<file path="src/rtl/order_input_arbiter.sv">
// order_input_arbiter: merges network orders, bot orders and dump commands into one engine issue stream.
// Statistics counters are built only when ORDER_ARB_STATS_EN is defined; otherwise they read zero.
module order_input_arbiter #(
    parameter int BOT_MAX_WAIT = 8,
    parameter int STAT_W       = 16
) (
    input  logic              clk,
    input  logic              rst_n,
    input  logic [31:0]       net_dout,
    input  logic              net_empty,
    output logic              net_rd_en,
    input  logic [31:0]       bot_dout,
    input  logic              bot_empty,
    output logic              bot_rd_en,
    input  logic              dump_req,
    input  logic              engine_busy,
    output logic              ob_valid,
    output logic [31:0]       ob_data,
    output logic              ob_src,
    output logic              ob_dump,
    output logic [STAT_W-1:0] net_grant_cnt,
    output logic [STAT_W-1:0] bot_grant_cnt,
    output logic [STAT_W-1:0] nop_drop_cnt
);
    typedef enum logic [1:0] {IDLE, ISSUE, GUARD} state_t;
    localparam logic [7:0] MAXW = 8'(BOT_MAX_WAIT);

    state_t      state_q, state_d;
    logic        dump_pending_q, dump_pending_d;
    logic [7:0]  starve_q, starve_d;
    logic        ob_valid_q, ob_src_q, ob_dump_q;
    logic [31:0] ob_data_q;
    logic        can_grant, bot_starved, g_dump, g_bot, g_net, is_nop, order_issue;

    // Grants are gated by rst_n so no FIFO pops while reset is held.
    always_comb begin
        can_grant      = rst_n && state_q == IDLE && !engine_busy;
        bot_starved    = starve_q == MAXW && !bot_empty;
        g_dump         = can_grant && dump_pending_q;
        g_bot          = can_grant && !dump_pending_q && !bot_empty && (bot_starved || net_empty);
        g_net          = can_grant && !dump_pending_q && !net_empty && !bot_starved;
        is_nop         = g_net && net_dout == 32'h0;
        order_issue    = g_bot || (g_net && !is_nop);
        net_rd_en      = g_net;
        bot_rd_en      = g_bot;
        state_d        = state_q == IDLE  ? ((g_dump || order_issue) ? ISSUE : IDLE)
                       : state_q == ISSUE ? GUARD : IDLE;
        dump_pending_d = dump_req || (dump_pending_q && !g_dump);
        starve_d       = (bot_empty || g_bot) ? 8'd0
                       : (g_net && starve_q != MAXW) ? starve_q + 8'd1 : starve_q;
    end

    always_ff @(posedge clk or negedge rst_n) begin
        if (!rst_n) begin
            state_q        <= IDLE;
            dump_pending_q <= 1'b0;
            starve_q       <= 8'd0;
            ob_valid_q     <= 1'b0;
            ob_src_q       <= 1'b0;
            ob_dump_q      <= 1'b0;
            ob_data_q      <= 32'h0;
        end else begin
            state_q        <= state_d;
            dump_pending_q <= dump_pending_d;
            starve_q       <= starve_d;
            ob_valid_q     <= order_issue;
            ob_src_q       <= g_bot;
            ob_dump_q      <= g_dump;
            ob_data_q      <= order_issue ? (g_bot ? bot_dout : net_dout) : ob_data_q;
        end
    end

    assign ob_valid = ob_valid_q;
    assign ob_src   = ob_src_q;
    assign ob_dump  = ob_dump_q;
    assign ob_data  = ob_data_q;

`ifdef ORDER_ARB_STATS_EN
    logic [STAT_W-1:0] net_cnt_q, bot_cnt_q, nop_cnt_q;

    always_ff @(posedge clk or negedge rst_n) begin
        if (!rst_n) begin
            net_cnt_q <= '0;
            bot_cnt_q <= '0;
            nop_cnt_q <= '0;
        end else begin
            if (g_net && !is_nop && !(&net_cnt_q)) net_cnt_q <= net_cnt_q + STAT_W'(1);
            if (g_bot && !(&bot_cnt_q)) bot_cnt_q <= bot_cnt_q + STAT_W'(1);
            if (is_nop && !(&nop_cnt_q)) nop_cnt_q <= nop_cnt_q + STAT_W'(1);
        end
    end

    assign net_grant_cnt = net_cnt_q;
    assign bot_grant_cnt = bot_cnt_q;
    assign nop_drop_cnt  = nop_cnt_q;
`else
    assign net_grant_cnt = '0;
    assign bot_grant_cnt = '0;
    assign nop_drop_cnt  = '0;
`endif
endmodule

</file>
<file path="config.mk">
export PLATFORM = sky130hd
export DESIGN_NAME = order_input_arbiter
export DESIGN_NICKNAME = d
export VERILOG_FILES = /design/src/rtl/order_input_arbiter.sv
export SDC_FILE = /design/constraint.sdc
export NUM_CORES = 1
export LEC_CHECK = 0
export ABC_AREA = 1
export BUFFER_PORTS_ARGS = -buffer_cell sky130_fd_sc_hd__buf_2
export CORE_MARGIN = 1
export CORE_UTILIZATION = 46
export CTS_CLUSTER_SIZE = 10
export DETAILED_ROUTE_END_ITERATION = 12
export GPL_ROUTABILITY_DRIVEN = 0
export PLACE_DENSITY = 0.81
export SLEW_MARGIN = 20
export SYNTH_ARGS = -nofsm -noshare
export SYNTH_HDL_FRONTEND = slang
export SYNTH_SLANG_ARGS = --single-unit
</file>
<file path="constraint.sdc">
create_clock -name clk -period 2.4 [get_ports clk]
set_input_delay 0.48 -clock clk [delete_from_list [all_inputs] [get_ports clk]]
set_output_delay 0.48 -clock clk [all_outputs]
set_load 0.005 [all_outputs]
</file>
Word-level counts from Yosys, hierarchy flattened
Cells that the tools add are included.
W data, S select, Z words.
{ "totals": {"ff_bits": 46, "inputBits": 70, "word_cells": 45} }
{ "classes": {"n_addsub": 1, "n_eq_ne": 3, "n_mux": 6, "n_reduce_logical": 28} }
{ "op_table": {"columns": ["operator", "n"], "rows": [
  ["$logic_not A32 Y1", 1],
  ["$mux W32", 1],
  ["$mux W8", 2],
  ["$logic_and A1 B1 Y1", 13],
  ["$add A8 B1 Y8 const B", 1],
  ["$eq A8 B4 Y1 const B", 1],
  ["$ne A8 B4 Y1 const B", 1],
  ["$logic_not A1 Y1", 7],
  ["$logic_or A1 B1 Y1", 5],
  ["$mux W2", 2],
  ["$eq A2 B1 Y1 const B", 1],
  ["$logic_not A2 Y1", 1],
  ["$reduce_bool A2 Y1", 1],
  ["$mux W1", 1]
]} }

Logic depth before layout (Yosys ltp)
{ "depth": {"ltp_word": 13, "depth_mapped": 12} }

Worst setup path before layout
Ideal clock, no wire load.
{ "synth_path": {"path_kind": "register to output", "start": "register starve_q[0]", "end": "output bot_rd_en", "arrival_time_ps": 1423, "required_time_ps": 1920, "setup_slack_ps": 497, "stages_incl_launch_ff": 11, "cell_sequence": "dfrtp_1 -> inv_1 -> ha_1 -> nand3_1 -> nor2_2 -> nand2_2 -> nand2_4 -> nand2_4 -> buf_6 -> buf_6 -> inv_1"} }
{ "synth_via": {"elab_chain_len": 4} }
{ "synth_rtl": {"columns": ["element", "line", "text"], "rows": [
  ["start, declared", "30", "logic [7:0] starve_q, starve_d;"],
  ["start signal, assigned", "65", "starve_q <= starve_d;"],
  ["$eq A8 B4 Y1", "38", "bot_starved = starve_q == MAXW && !bot_empty;"],
  ["$logic_and A1 B1 Y1", "38", null],
  ["$logic_or A1 B1 Y1", "40", "g_bot = can_grant && !dump_pending_q && !bot_empty && (bot_starved || net_empty);"],
  ["$logic_and A1 B1 Y1", "40", null],
  ["end, declared", "14", "output logic bot_rd_en,"]
]} }
No other way between the ends.

Final worst setup path
Ends and elaborated chain as after synthesis.

==> impl_metrics.py <==
metrics = {
    "outcome": {
        "status": "completed",
    },
    "cts": {
        "post_cts_resized": 0,
        "cts.sinks": 46,
        "cts_buffer_depth": 2,
        "path_clk_slew_ps": 80,
        "clk-insertion-delay-late_ps": 290,
        "postCtsHoldBufs": 0,
        "cts_tree": "yes",
        "cts_buffers": 5,
        "cts_setup_buffers": 0,
        "htree_levels": 2,
        "cts_root_buf": "clkbuf_8",
    },
    "timing": {
        "setup_viol": 0,
        "slew_headroom_pct": 61.75,
        "tightest_slew_ps": 573.8,
        "fin_crit_ps": 2243,
        "fmax_ghz": 0.4459,
        "clock_skew_ps": 5.544,
        "rsz0062_at_grt": "no",
        "fin_tns_setup_ps": 0,
        "fin_crit_sh_pct": 93.45,
        "hold_violations": 0,
        "drv_slew": 0,
    },
    "worst_setup_path": {
        "worstPathArrival_ps": 1760,
        "required_ps": 1920,
        "cp_max_fo": 25,
        "r2r_end": "starve_q[7]$_DFFE_PN0P_",
        "r2r_start": "starve_q[0]$_DFFE_PN0P_",
        "ff2ff_setup_slack_ps": 400,
        "crit_type": "flip-flop to output pin",
        "rr_worst_depth": 12,
        "endpoint_kind": "output pin",
        "cp-start-kind": "flip-flop",
    },
    "drt": {
        "wl_met2_microns": 3356,
        "drc": 0,
        "postRouteAntennaNets": 0,
        "first_pass_iters": 5,
        "first_iter_violations": 171,
        "wl_met1_microns": 2973,
        "vias": 2922,
        "maxUsedRoutingLayer": "met4",
        "route.detailed.wl_per_inst_microns": 11.31,
        "met3_length_microns": 454,
        "routed_wirelength_microns": 6912,
        "vias_per_cell": 4.782,
    },
    "place": {
        "place_hpwl_microns": 5112,
        "io_buffer_count": 106,
        "place_area_sq_mm": 0.003408,
    },
    "synth": {
        "yosysTopAreaCellShare_pct": 37.94,
        "ys.warnings.count": 0,
        "yosys.area.top_type": "dfrtp_1",
        "yosysUniqueCellTypes": 23,
        "synth_edf_count": 0,
        "synth_top_cells_by_area": "dfrtp_1 38%, nand2_1 20%, buf_4 13%",
        "synthFlopType": "dfrtp_1",
        "yosysSeqAreaShare_pct": 37.94,
        "postSynthCellCount": 433,
        "yosys-top-cells-count": "160 x nand2_1, 68 x nand3_1, 51 x buf_4, 46 x dfrtp_1, 29 x nor2_1",
        "async_reset_ff_share_pct": 100.0,
        "syn_area_per_cell_sq_um": 7.007,
        "synth_seq_cells": 46,
        "synth.most_common_cell": "nand2_1",
        "syn-cell-area_sq_mm": 0.003034,
    },
    "finish": {
        "n_fill_cell": 614,
        "post-route-util_pct": 55.53,
        "antennaDiodeCount": 0,
        "fin_area_sq_mm": 0.003526,
        "num-nets-final": 605,
        "areaGrowthSynthToFinish_pct": 16.21,
        "final_layout_size_suffix_gt1_share_pct": 24.72,
    },
    "power_and_ir_drop": {
        "cell_internal_pwr_mw": 1.590,
        "netSwitchingFraction_pct": 29.62,
        "pwr-share-comb_pct": 26.8,
        "irDropWorstVdd_mv": 0.3765,
        "power.switching_uw": 669.1,
        "pwr_density_cell_mw_per_mm2": 640.6,
        "seqPwrFrac_pct": 48.7,
        "p_leak_nw": 2.133,
        "p_clk_share_pct": 24.5,
    },
    "job": {
        "drv_cap": 0,
    },
    "global_routing": {
        "grt_pass1_wl_microns": 11330,
        "grt_remaining_overflow": 0,
        "grt_usage_pct": 19.87,
        "antenna_found_initial": 0,
        "grt_pass1_vias": 2570,
        "grt_max_degree": 47,
    },
    "die": {
        "io-pin-count": 155,
        "coreArea_sq_mm": 0.006350,
        "die_area_sq_mm": 0.006925,
        "start_util_pct": 47.78,
        "die_h_microns": 83.22,
        "rows": 29,
        "fp.dieW_microns": 83.22,
    },
    "worst_hold_path": {
        "hp-class": "primary input to async pin",
    },
}
[per-stage QoR]
step | power, mW | hold slack [ps] | setup slack (ps) | std cells
3_5_place_dp | 1.723 | 414.9 | 366.5 | 603
3_3_place_gp | 1.705 | 408.4 | 437.1 | 603
6_report | 2.259 | 279.7 | 157.3 | 611
2_1_floorplan | 1.438 | 184.4 | 496.8 | 480
4_1_cts | 2.286 | 300.8 | 95.01 | 611
5_1_grt | 2.422 | 330.7 | 46.86 | 611
[power by group through the flow]
stage	registers, mW	clock network [mW]	logic (mW)
after global placement	1.11	0	0.595
after CTS	1.10	0.574	0.610
final	1.10	0.554	0.604
after detailed placement	1.11	0	0.610
after floorplan	1.12	0	0.319
after global routing	1.13	0.605	0.689
[cell families after synthesis]
family                     Yosys count  synth area share, %
and+or+nand+nor                    277                39.59
buffers and inverters               97                19.59
DFF                                 46                37.94
AOI/OAI and AO/OA                    9                1.650
adders and majority gates            2               0.8246
xor gates and xnor gates             1               0.2887
other                                1               0.1236
[cell type report]
cell class / count / area, sq um / area share [%]
clock buffers: 5 / 68.82 / 1.952
flip-flops and latches: 46 / 1151 / 32.65
multi-input cells: 337 / 1474 / 41.80
clock inverters: 3 / 40.04 / 1.136
well taps: 77 / 96.34 / 2.732
repair buffers: 113 / 583.1 / 16.54
inverters: 30 / 112.6 / 3.194
[routing by layer]
metal | vias up | GRT usage (%)
li1 | 1447 | -
met1 | 1340 | 24.78
met2 | 122 | 34.80
met3 | 13 | 3.777
met4 | 0 | 5.956
met5 | - | 0
[cells in the final DEF, fill, tap and decap left out, drive strengths merged]
cell type,n
buf,113
and2,3
nand2,166
dfrtp,46
nor3,1
a21o,1
clkbuf,5
nand3,68
ha,2
inv,30
xnor2,1
a21oi,5
o21bai,1
o21ai,2
nand4,5
nor2,32
bufinv,1
clkinv,2
conb,48
nand3b,2
[registers in the layout (all words and copies together), names as in the netlist]
register	cells
ob_dump	1
starve_q	8
ob_valid	1
ob_src	1
ob_data	32
state_q	2
dump_pending_q	1
[worst max-delay path: stages, from the launching register on]
cell and delay (ps):
dfrtp_1 420, inv_1 90, ha_1 140, nand3_1 90, nor2_2 160, nand2_2 120
nand2_4 110, nand2_8 130, inv_1 100, buf_2 110
[worst max-delay path by stage]
| stage | from | to | slack, ps | cells past startpoint |
|---|---|---|---|---|
| detailed placement | starve_q[0]$_DFFE_PN0P_ | starve_q[7]$_DFFE_PN0P_ | 370 | 12 |
| finish | starve_q[0]$_DFFE_PN0P_ | bot_rd_en | 160 | 9 |
| global placement | rst_n | starve_q[7]$_DFFE_PN0P_ | 440 | 11 |
| CTS | starve_q[0]$_DFFE_PN0P_ | bot_rd_en | 100 | 9 |
| global route | starve_q[0]$_DFFE_PN0P_ | bot_rd_en | 50 | 9 |
| floorplan | starve_q[0]$_DFFE_PN0P_ | bot_rd_en | 500 | 10 |
Note: power is estimated with default switching activity, not from simulation.
